[config.mk]
export PLATFORM = sky130hd
export DESIGN_NAME = uart_tx_framed_flat
export DESIGN_NICKNAME = d
export VERILOG_FILES = /design/src/rtl/uart_tx_framed_pkg.sv /design/src/rtl/uart_tx_framed_if.sv /design/src/rtl/uart_tx_framed_baud_counter.sv /design/src/rtl/uart_tx_framed.sv /design/src/flat_wrapper.sv
export SDC_FILE = /design/constraint.sdc
export NUM_CORES = 1
export LEC_CHECK = 0
export ABC_AREA = 1
export BUFFER_PORTS_ARGS = -buffer_cell sky130_fd_sc_hd__buf_2
export CORE_ASPECT_RATIO = 0.8
export CORE_MARGIN = 2
export CORE_UTILIZATION = 25
export DETAILED_ROUTE_END_ITERATION = 10
export SETUP_SLACK_MARGIN = 0.02
export SYNTH_ARGS = -nofsm -noshare
export SYNTH_HDL_FRONTEND = slang
export SYNTH_SLANG_ARGS = --single-unit
[constraint.sdc]
create_clock -name sysclk -period 4.5 [get_ports sysclk]
set_clock_uncertainty 0.2 [all_clocks]
set_input_delay 0.675 -clock sysclk [delete_from_list [all_inputs] [get_ports sysclk]]
set_output_delay 0.675 -clock sysclk [all_outputs]
set_load 0.01 [all_outputs]
[src/rtl/uart_tx_framed_pkg.sv]
// Shared UART definitions: parity mode codes and FSM state encoding.
// Intended for reuse by the receive path as well.
package uart_tx_framed_pkg;

    localparam int unsigned PARITY_NONE = 0;
    localparam int unsigned PARITY_ODD  = 1;
    localparam int unsigned PARITY_EVEN = 2;

    typedef enum logic [2:0] {
        ST_IDLE,
        ST_START,
        ST_DATA,
        ST_PARITY,
        ST_STOP
    } uart_state_e;

endpackage

[src/rtl/uart_tx_framed_if.sv]
// Valid/ready word stream feeding the UART transmitter.
interface uart_tx_framed_if #(
    parameter int unsigned DATA_BITS = 8
);

    logic [DATA_BITS-1:0] data_in;
    logic                 data_in_valid;
    logic                 data_in_ready;

    modport master (
        output data_in,
        output data_in_valid,
        input  data_in_ready
    );

    modport slave (
        input  data_in,
        input  data_in_valid,
        output data_in_ready
    );

endinterface

[src/rtl/uart_tx_framed_baud_counter.sv]
// Free-running 0..BAUD_CYCLES-1 counter; tick marks the last cycle of a bit period.
module uart_baud_counter #(
    parameter int unsigned BAUD_CYCLES = 1085
) (
    input  logic sysclk,
    input  logic rst,
    input  logic clear,
    output logic tick
);

    localparam int unsigned CNT_W = $clog2(BAUD_CYCLES);

    logic [CNT_W-1:0] count_q;
    logic [CNT_W-1:0] count_d;

    assign tick = (count_q == CNT_W'(BAUD_CYCLES - 1));

    always_comb begin
        count_d = count_q + CNT_W'(1);
        if (clear || tick) begin
            count_d = '0;
        end
    end

    always_ff @(posedge sysclk) begin
        if (rst) begin
            count_q <= '0;
        end else begin
            count_q <= count_d;
        end
    end

endmodule

[src/rtl/uart_tx_framed.sv]
// Parametrised UART transmitter: start, DATA_BITS LSB-first, optional parity,
// 1 or 2 stop bits, each held BAUD_CYCLES sysclk cycles.
module uart_tx_framed
    import uart_tx_framed_pkg::*;
#(
    parameter int unsigned CLOCK_FREQ = 125000000,
    parameter int unsigned BAUD_RATE  = 115200,
    parameter int unsigned DATA_BITS  = 8,
    parameter int unsigned PARITY     = 0,
    parameter int unsigned STOP_BITS  = 1
) (
    input  logic             sysclk,
    input  logic             rst,
    uart_tx_framed_if.slave  in_if,
    output logic             serial_out,
    output logic             busy
);

    localparam int unsigned BAUD_CYCLES = CLOCK_FREQ / BAUD_RATE;
    localparam int unsigned IDX_W       = $clog2(DATA_BITS + 1);

    generate
        if (DATA_BITS < 5 || DATA_BITS > 9) begin : g_bad_data_bits
            $error("uart_tx_framed: DATA_BITS must be 5..9");
        end
        if (STOP_BITS != 1 && STOP_BITS != 2) begin : g_bad_stop_bits
            $error("uart_tx_framed: STOP_BITS must be 1 or 2");
        end
        if (PARITY > PARITY_EVEN) begin : g_bad_parity
            $error("uart_tx_framed: PARITY must be 0, 1 or 2");
        end
        if (BAUD_CYCLES < 2) begin : g_bad_baud
            $error("uart_tx_framed: CLOCK_FREQ/BAUD_RATE must be at least 2");
        end
    endgenerate

    uart_state_e          state_q,   state_d;
    logic                 serial_q,  serial_d;
    logic                 busy_q,    busy_d;
    logic [DATA_BITS-1:0] shift_q,   shift_d;
    logic                 parity_q,  parity_d;
    logic [IDX_W-1:0]     bit_idx_q, bit_idx_d;

    logic ready;
    logic tick;

    assign ready               = (state_q == ST_IDLE) && !rst;
    assign in_if.data_in_ready = ready;
    assign serial_out          = serial_q;
    assign busy                = busy_q;

    // Held clear while idle so the first bit period starts from 0 at acceptance.
    uart_baud_counter #(
        .BAUD_CYCLES (BAUD_CYCLES)
    ) u_baud (
        .sysclk (sysclk),
        .rst    (rst),
        .clear  (state_q == ST_IDLE),
        .tick   (tick)
    );

    always_comb begin
        state_d   = state_q;
        serial_d  = serial_q;
        busy_d    = busy_q;
        shift_d   = shift_q;
        parity_d  = parity_q;
        bit_idx_d = bit_idx_q;
        unique case (state_q)
            ST_IDLE: begin
                if (in_if.data_in_valid && ready) begin
                    shift_d   = in_if.data_in;
                    parity_d  = (PARITY == PARITY_ODD) ? ~^in_if.data_in : ^in_if.data_in;
                    bit_idx_d = '0;
                    serial_d  = 1'b0;
                    busy_d    = 1'b1;
                    state_d   = ST_START;
                end
            end
            ST_START: begin
                if (tick) begin
                    serial_d = shift_q[0];
                    state_d  = ST_DATA;
                end
            end
            ST_DATA: begin
                if (tick) begin
                    shift_d = shift_q >> 1;
                    if (bit_idx_q == IDX_W'(DATA_BITS - 1)) begin
                        bit_idx_d = '0;
                        if (PARITY != PARITY_NONE) begin
                            serial_d = parity_q;
                            state_d  = ST_PARITY;
                        end else begin
                            serial_d = 1'b1;
                            state_d  = ST_STOP;
                        end
                    end else begin
                        // Look one bit ahead: the line is registered.
                        bit_idx_d = bit_idx_q + IDX_W'(1);
                        serial_d  = shift_q[1];
                    end
                end
            end
            ST_PARITY: begin
                if (tick) begin
                    serial_d = 1'b1;
                    state_d  = ST_STOP;
                end
            end
            ST_STOP: begin
                if (tick) begin
                    if (bit_idx_q == IDX_W'(STOP_BITS - 1)) begin
                        bit_idx_d = '0;
                        busy_d    = 1'b0;
                        state_d   = ST_IDLE;
                    end else begin
                        bit_idx_d = bit_idx_q + IDX_W'(1);
                    end
                end
            end
            default: begin
                serial_d  = 1'b1;
                busy_d    = 1'b0;
                bit_idx_d = '0;
                state_d   = ST_IDLE;
            end
        endcase
    end

    always_ff @(posedge sysclk) begin
        if (rst) begin
            state_q   <= ST_IDLE;
            serial_q  <= 1'b1;
            busy_q    <= 1'b0;
            shift_q   <= '0;
            parity_q  <= 1'b0;
            bit_idx_q <= '0;
        end else begin
            state_q   <= state_d;
            serial_q  <= serial_d;
            busy_q    <= busy_d;
            shift_q   <= shift_d;
            parity_q  <= parity_d;
            bit_idx_q <= bit_idx_d;
        end
    end

endmodule

[src/flat_wrapper.sv]
// flat-port wrapper written by rule: the top's interface ports become plain ports
module uart_tx_framed_flat import uart_tx_framed_pkg::*;
#(
    parameter int unsigned CLOCK_FREQ = 125000000,
    parameter int unsigned BAUD_RATE  = 115200,
    parameter int unsigned DATA_BITS  = 8,
    parameter int unsigned PARITY     = 0,
    parameter int unsigned STOP_BITS  = 1
)
  (sysclk, rst, serial_out, busy, in_if_data_in, in_if_data_in_valid, in_if_data_in_ready);
  uart_tx_framed_if #(.DATA_BITS(DATA_BITS)) in_if_i ();
  input  logic sysclk;
  input  logic rst;
  output logic serial_out;
  output logic busy;
  input wire logic [$bits(in_if_i.data_in)-1:0] in_if_data_in;
  input wire logic [$bits(in_if_i.data_in_valid)-1:0] in_if_data_in_valid;
  output wire logic [$bits(in_if_i.data_in_ready)-1:0] in_if_data_in_ready;
  assign in_if_i.data_in = in_if_data_in;
  assign in_if_i.data_in_valid = in_if_data_in_valid;
  assign in_if_data_in_ready = in_if_i.data_in_ready;
  uart_tx_framed #(.CLOCK_FREQ(CLOCK_FREQ), .BAUD_RATE(BAUD_RATE), .DATA_BITS(DATA_BITS), .PARITY(PARITY), .STOP_BITS(STOP_BITS)) u_core (.sysclk(sysclk), .rst(rst), .in_if(in_if_i), .serial_out(serial_out), .busy(busy));
endmodule
Word-level counts from Yosys, hierarchy flattened
Cells that the tools add are included.

Flip-flop bits (word level): 28. Input bits: 11. Output and inout port bits: 3. Logic and storage cells: 66.

Bitwise operators: 3. Add/subtract/negate cells: 2. Equal/unequal tests: 13. Reduce and logical (&&, ||, !) cells: 15. Mux-type cells: 27.

Operators by type and width (number): $mux 3 (7); $mux 4 (5); $mux 8 (2); $pmux 4 s4 (1); $pmux 8 s2 (1); $pmux 3 s5 (1); $add 11x1->11 const B (1); $eq 11x11->1 const B (1); $mux 1 (8); $ne 2x2->1 const B (4); $reduce_and 4->1 (2); $reduce_and 7->1 (1); $eq 3x2->1 const B (2); $ne 2x1->1 const B (3); $pmux 1 s5 (1); $reduce_and 5->1 (1); $add 4x1->4 const B (1); $eq 4x3->1 const B (1); $logic_not 4->1 (1); $reduce_or 2->1 (2); $eq 3x1->1 const B (1); $eq 3x3->1 const B (1); $logic_not 3->1 (1); $not 1->1 (3); 7 further kinds (8).

Logic depth before layout (Yosys ltp)
Depth after elaboration: 5. Mapped depth: 12. Mapped depth without buffers: 11.

Modules after synthesis
From an unflattened synthesis, not the netlist that was laid out.

Cells, all modules: 216. Area, all modules: 1582.8 um2.

By module, submodules not included: uart_tx_framed (sequential area each 340.3 um2, cells each 145, times used 1, area an instance 963.4 um2); uart_baud_counter (sequential area each 220.2 um2, cells each 71, times used 1, area an instance 619.3 um2).

Worst setup path after synthesis
Ideal clock, no wire load.

Path type: in2reg. Start: input port rst. End: register u_core.shift_q[4]. Arrival: 1488 ps. Required time: 4188 ps. Cell stages on the path: 11. Path slack: 2700 ps. Cell sequence: inv_2 nand2_1 nand3_2 clkinv_1 nor2_2 nand2_2 nand2_4 buf_12 nand2_2 nand2_1 nor2_2.

Cells in the longest elaborated chain, start to end: 5.

Ends and longest elaborated chain: start, declared (line flat_wrapper.sv:13) `input logic rst;`; $logic_not 1->1 (line uart_tx_framed.sv:47) `assign ready = (state_q == ST_IDLE) && !rst;`; $logic_and 1x1->1 (line uart_tx_framed.sv:47); $logic_and 1x1->1 (line uart_tx_framed.sv:71) `if (in_if.data_in_valid && ready) begin`; $ne 2x1->1 (no source line); $reduce_and 3->1 (no source line); end signal, assigned (line uart_tx_framed.sv:143) `shift_q <= shift_d;`; end, declared (line uart_tx_framed.sv:40) `logic [DATA_BITS-1:0] shift_q, shift_d;`.

Several ways; a longest one is shown, not always the timed one. A chain may end at the register's enable or synchronous reset.

Final worst setup path
Start: register u_core.state_q[0]. End: output port in_if_data_in_ready.

Cells in the longest elaborated chain, start to end: 2.

Ends and longest elaborated chain: start, declared (line uart_tx_framed.sv:37) `uart_state_e state_q, state_d;`; start signal, assigned (line uart_tx_framed.sv:140) `state_q <= state_d;`; $logic_not 3->1 (line uart_tx_framed.sv:47); $logic_and 1x1->1 (line uart_tx_framed.sv:47); end, declared (line flat_wrapper.sv:18) `output wire logic [$bits(in_if_i.data_in_ready)-1:0] in_if_data_in_ready;`.

Every way passes these cells.

==> impl_metrics.json <==
{
  "drt-vias-per-instance": 4.06,
  "start_util_pct": 25.6,
  "power_density_nw_per_um2": 492,
  "first_pass_iters": 4,
  "cts.sinks": 28,
  "cp_num_buf_inv": 1,
  "clk_path_buf_depth": 2,
  "power_uw": 898,
  "start_kind": "flip-flop",
  "detail-route-antenna-nets": 0,
  "rsz0062_at_grt": "false",
  "drc": 0,
  "routedWlPerCell_um": 9.17,
  "tightest_slew_ns": 0.583,
  "grt_usage_pct": 9.75,
  "grt_pass1_wl_mm": 5.45,
  "root_buffer": "clkbuf_8",
  "synth_top_cell_area_share_pct": 34.7,
  "insertion_delay_ns": 0.27,
  "nFillCells": 690,
  "hold_end": "u_core.u_baud.count_q[0]",
  "synth-seq-cells": 28,
  "slowest_stage": "dfxtp_1",
  "antenna_found_initial": 0,
  "ys_seq_area_share_pct": 34.7,
  "syn2layout_area_growth_pct": 12.9,
  "finalHoldViolations": 0,
  "setup_viol": 0,
  "endpoint_kind": "output pin",
  "path_max_fanout": 4,
  "n_antenna_cell": 0,
  "dieArea_um2": 7120,
  "cts_tree": "built",
  "core_um2": 6310,
  "syn_avg_cell_area_um2": 6.62,
  "vias": 1389,
  "wirelength_mm": 3.14,
  "gp_congestion": 0.886,
  "finalCriticalPeriod_ns": 2.14,
  "syn_area_um2": 1620,
  "final_area_um2": 1820,
  "hp-class": "reg -> reg",
  "die_x_um": 93.9,
  "drtIter0Drc": 69,
  "ctsResizeCount": 0,
  "ff2ff_setup_slack_ns": 2.49,
  "path_delay_family": "simple AND/OR/NAND/NOR gates",
  "crit_chain": "nor2_4, nand2_2, nor2_1, buf_2",
  "grt_pass1_vias": 1263,
  "ff2ff_path_depth": 10,
  "p_leak_nw": 0.888,
  "clkSlewWorstSetupHoldPaths_ns": 0.10,
  "htree_levels": 1,
  "cts_made_buffers": 3,
  "yosys-top-cells-area": "dfxtp_1 35%, nand2_1 18%, nor2_1 8.4%",
  "multi_input_area_um2": 903,
  "post_cts_buffers": 0,
  "crit_type": "reg -> out",
  "fin_nets": 274,
  "regToRegEndpoint": "u_core.state_q[1]",
  "ir_worst_vdd_uv": 117,
  "post-route-period-util_pct": 47.6,
  "min_path_cells": 1,
  "ctsHoldBuffers": 0,
  "chipHeight_um": 75.9,
  "critical_path.max_stage_delay_ns": 0.38,
  "critical_path_required_ns": 3.62,
  "cap_viol_max_count": 0,
  "overflow": 0,
  "timing.rr.start": "u_core.state_q[2]",
  "dp_hpwl_mm": 2.37,
  "grt_start_max_net_pins": 18,
  "tns_ns": 0,
  "placed_cell_area_um2": 1750,
  "rows": 26,
  "regArea_um2": 561,
  "min-delay-start": "u_core.u_baud.count_q[0]",
  "yosys_warnings": 0,
  "ys_types": 27,
  "drv_slew": 0,
  "dp_cells": 338,
  "hold_ws_ns": 0.275,
  "fin_cells": 342,
  "synth_area_leader_cell": "dfxtp_1",
  "drive_gt1_share_pct": 19.4,
  "slew_headroom_pct": 61.1,
  "portBuffers": 13,
  "syn-num-nets": 259,
  "synth_cells": 244,
  "ioPinCount": 14,
  "outcome": "complete, no violations",
  "crit_arrival_ns": 1.27,
  "fmax_mhz": 467
}
## layout make-up
cell class	instances	share of cell area, %
Sequential cell	28	30.7
Inverter	31	6.52
Clock inverter	1	1.65
Multi-Input combinational cell	182	49.5
Timing Repair Buffer	13	3.57
Tap cell	84	5.76
Clock buffer	3	2.26
## layer usage
metal | part of all wire, % | vias to the layer above | GRT usage (%)
li1 | - | 772 | -
met2 | 42 | 13 | 14.8
met1 | 53 | 602 | 13.5
met5 | 0 | - | 0
met4 | 1.3 | 0 | 4.83
met3 | 3.1 | 2 | 1.68
## worst register-to-register path, stage by stage (launching register included)
cell     delay (ns)
dfxtp_1        0.34
inv_2          0.13
nand2_1        0.10
nor2_2         0.46
nand2_1        0.14
nand2_1        0.15
a21oi_1        0.05
nand2_1        0.18
nand2_1        0.08
nand2_1        0.06
nor2_1         0.04
## cell usage in the layout (no fill, tap or decap), types with 4 or more instances in the layout
master / Yosys / routed
a21oi_1: 9 / 9
nor2_1: 36 / 36
xor2_1: 4 / 4
nand3_1: 12 / 12
buf_2: 1 / 13
nor2_2: 15 / 15
nand2_1: 77 / 77
ha_1: 4 / 4
dfxtp_1: 28 / 28
nand2_2: 8 / 8
o21ai_0: 4 / 4
inv_1: 26 / 26
## metrics by stage
stage                     util [%]  setup slack (ns)
after floorplan                  -              2.70
final                         28.9              2.36
after global routing          28.9              2.23
after CTS                     28.9              2.33
after detailed placement      27.8              2.27
after global placement        27.8              2.30
## sequential cells by signal (all words and copies together), names as in the netlist
name,flops
u_core.state_q,3
u_core.serial_out,1
u_core.busy,1
u_core.bit_idx_q,4
u_core.u_baud.count_q,11
u_core.shift_q,8
## logic make-up after synthesis
kind of cell / count (synthesis) / share of synthesized area, %
AND/OR/NAND/NOR: 158 / 45.4
AO/OA/AOI/OAI: 16 / 5.27
adder cells (fa/ha/maj): 4 / 3.10
flip-flops: 28 / 34.7
buffers and inverters: 34 / 9.37
XOR/XNOR: 4 / 2.17
## worst max-delay path by stage
| stage | from | end | slack, ns | depth (start not counted) |
|---|---|---|---|---|
| floorplan | rst | u_core.shift_q[4] | 2.70 | 11 |
| global placement | rst | u_core.shift_q[3] | 2.30 | 11 |
| detailed placement | rst | u_core.shift_q[7] | 2.27 | 11 |
| CTS | u_core.state_q[0] | in_if_data_in_ready | 2.33 | 4 |
| global route | u_core.state_q[0] | in_if_data_in_ready | 2.23 | 4 |
| finish | u_core.state_q[0] | in_if_data_in_ready | 2.36 | 4 |
## cells in the mapped netlist, drive strengths merged
cell	n
o21a	1
xor2	4
nand3	14
dfxtp	28
nor3	1
a21oi	9
nor2	53
o21ai	5
buf	3
inv	30
nand4	3
nand2	87
ha	4
a21boi	1
clkinv	1
## report_power, final
| group | total (mW) | internal (mW) | switching (mW) |
|---|---|---|---|
| Sequential | 0.336 | 0.297 | 0.0394 |
| Clock | 0.198 | 0.119 | 0.0785 |
| Combinational | 0.364 | 0.123 | 0.241 |
| Total | 0.898 | 0.539 | 0.359 |
No activity file was read; power rests on OpenSTA's default activity.
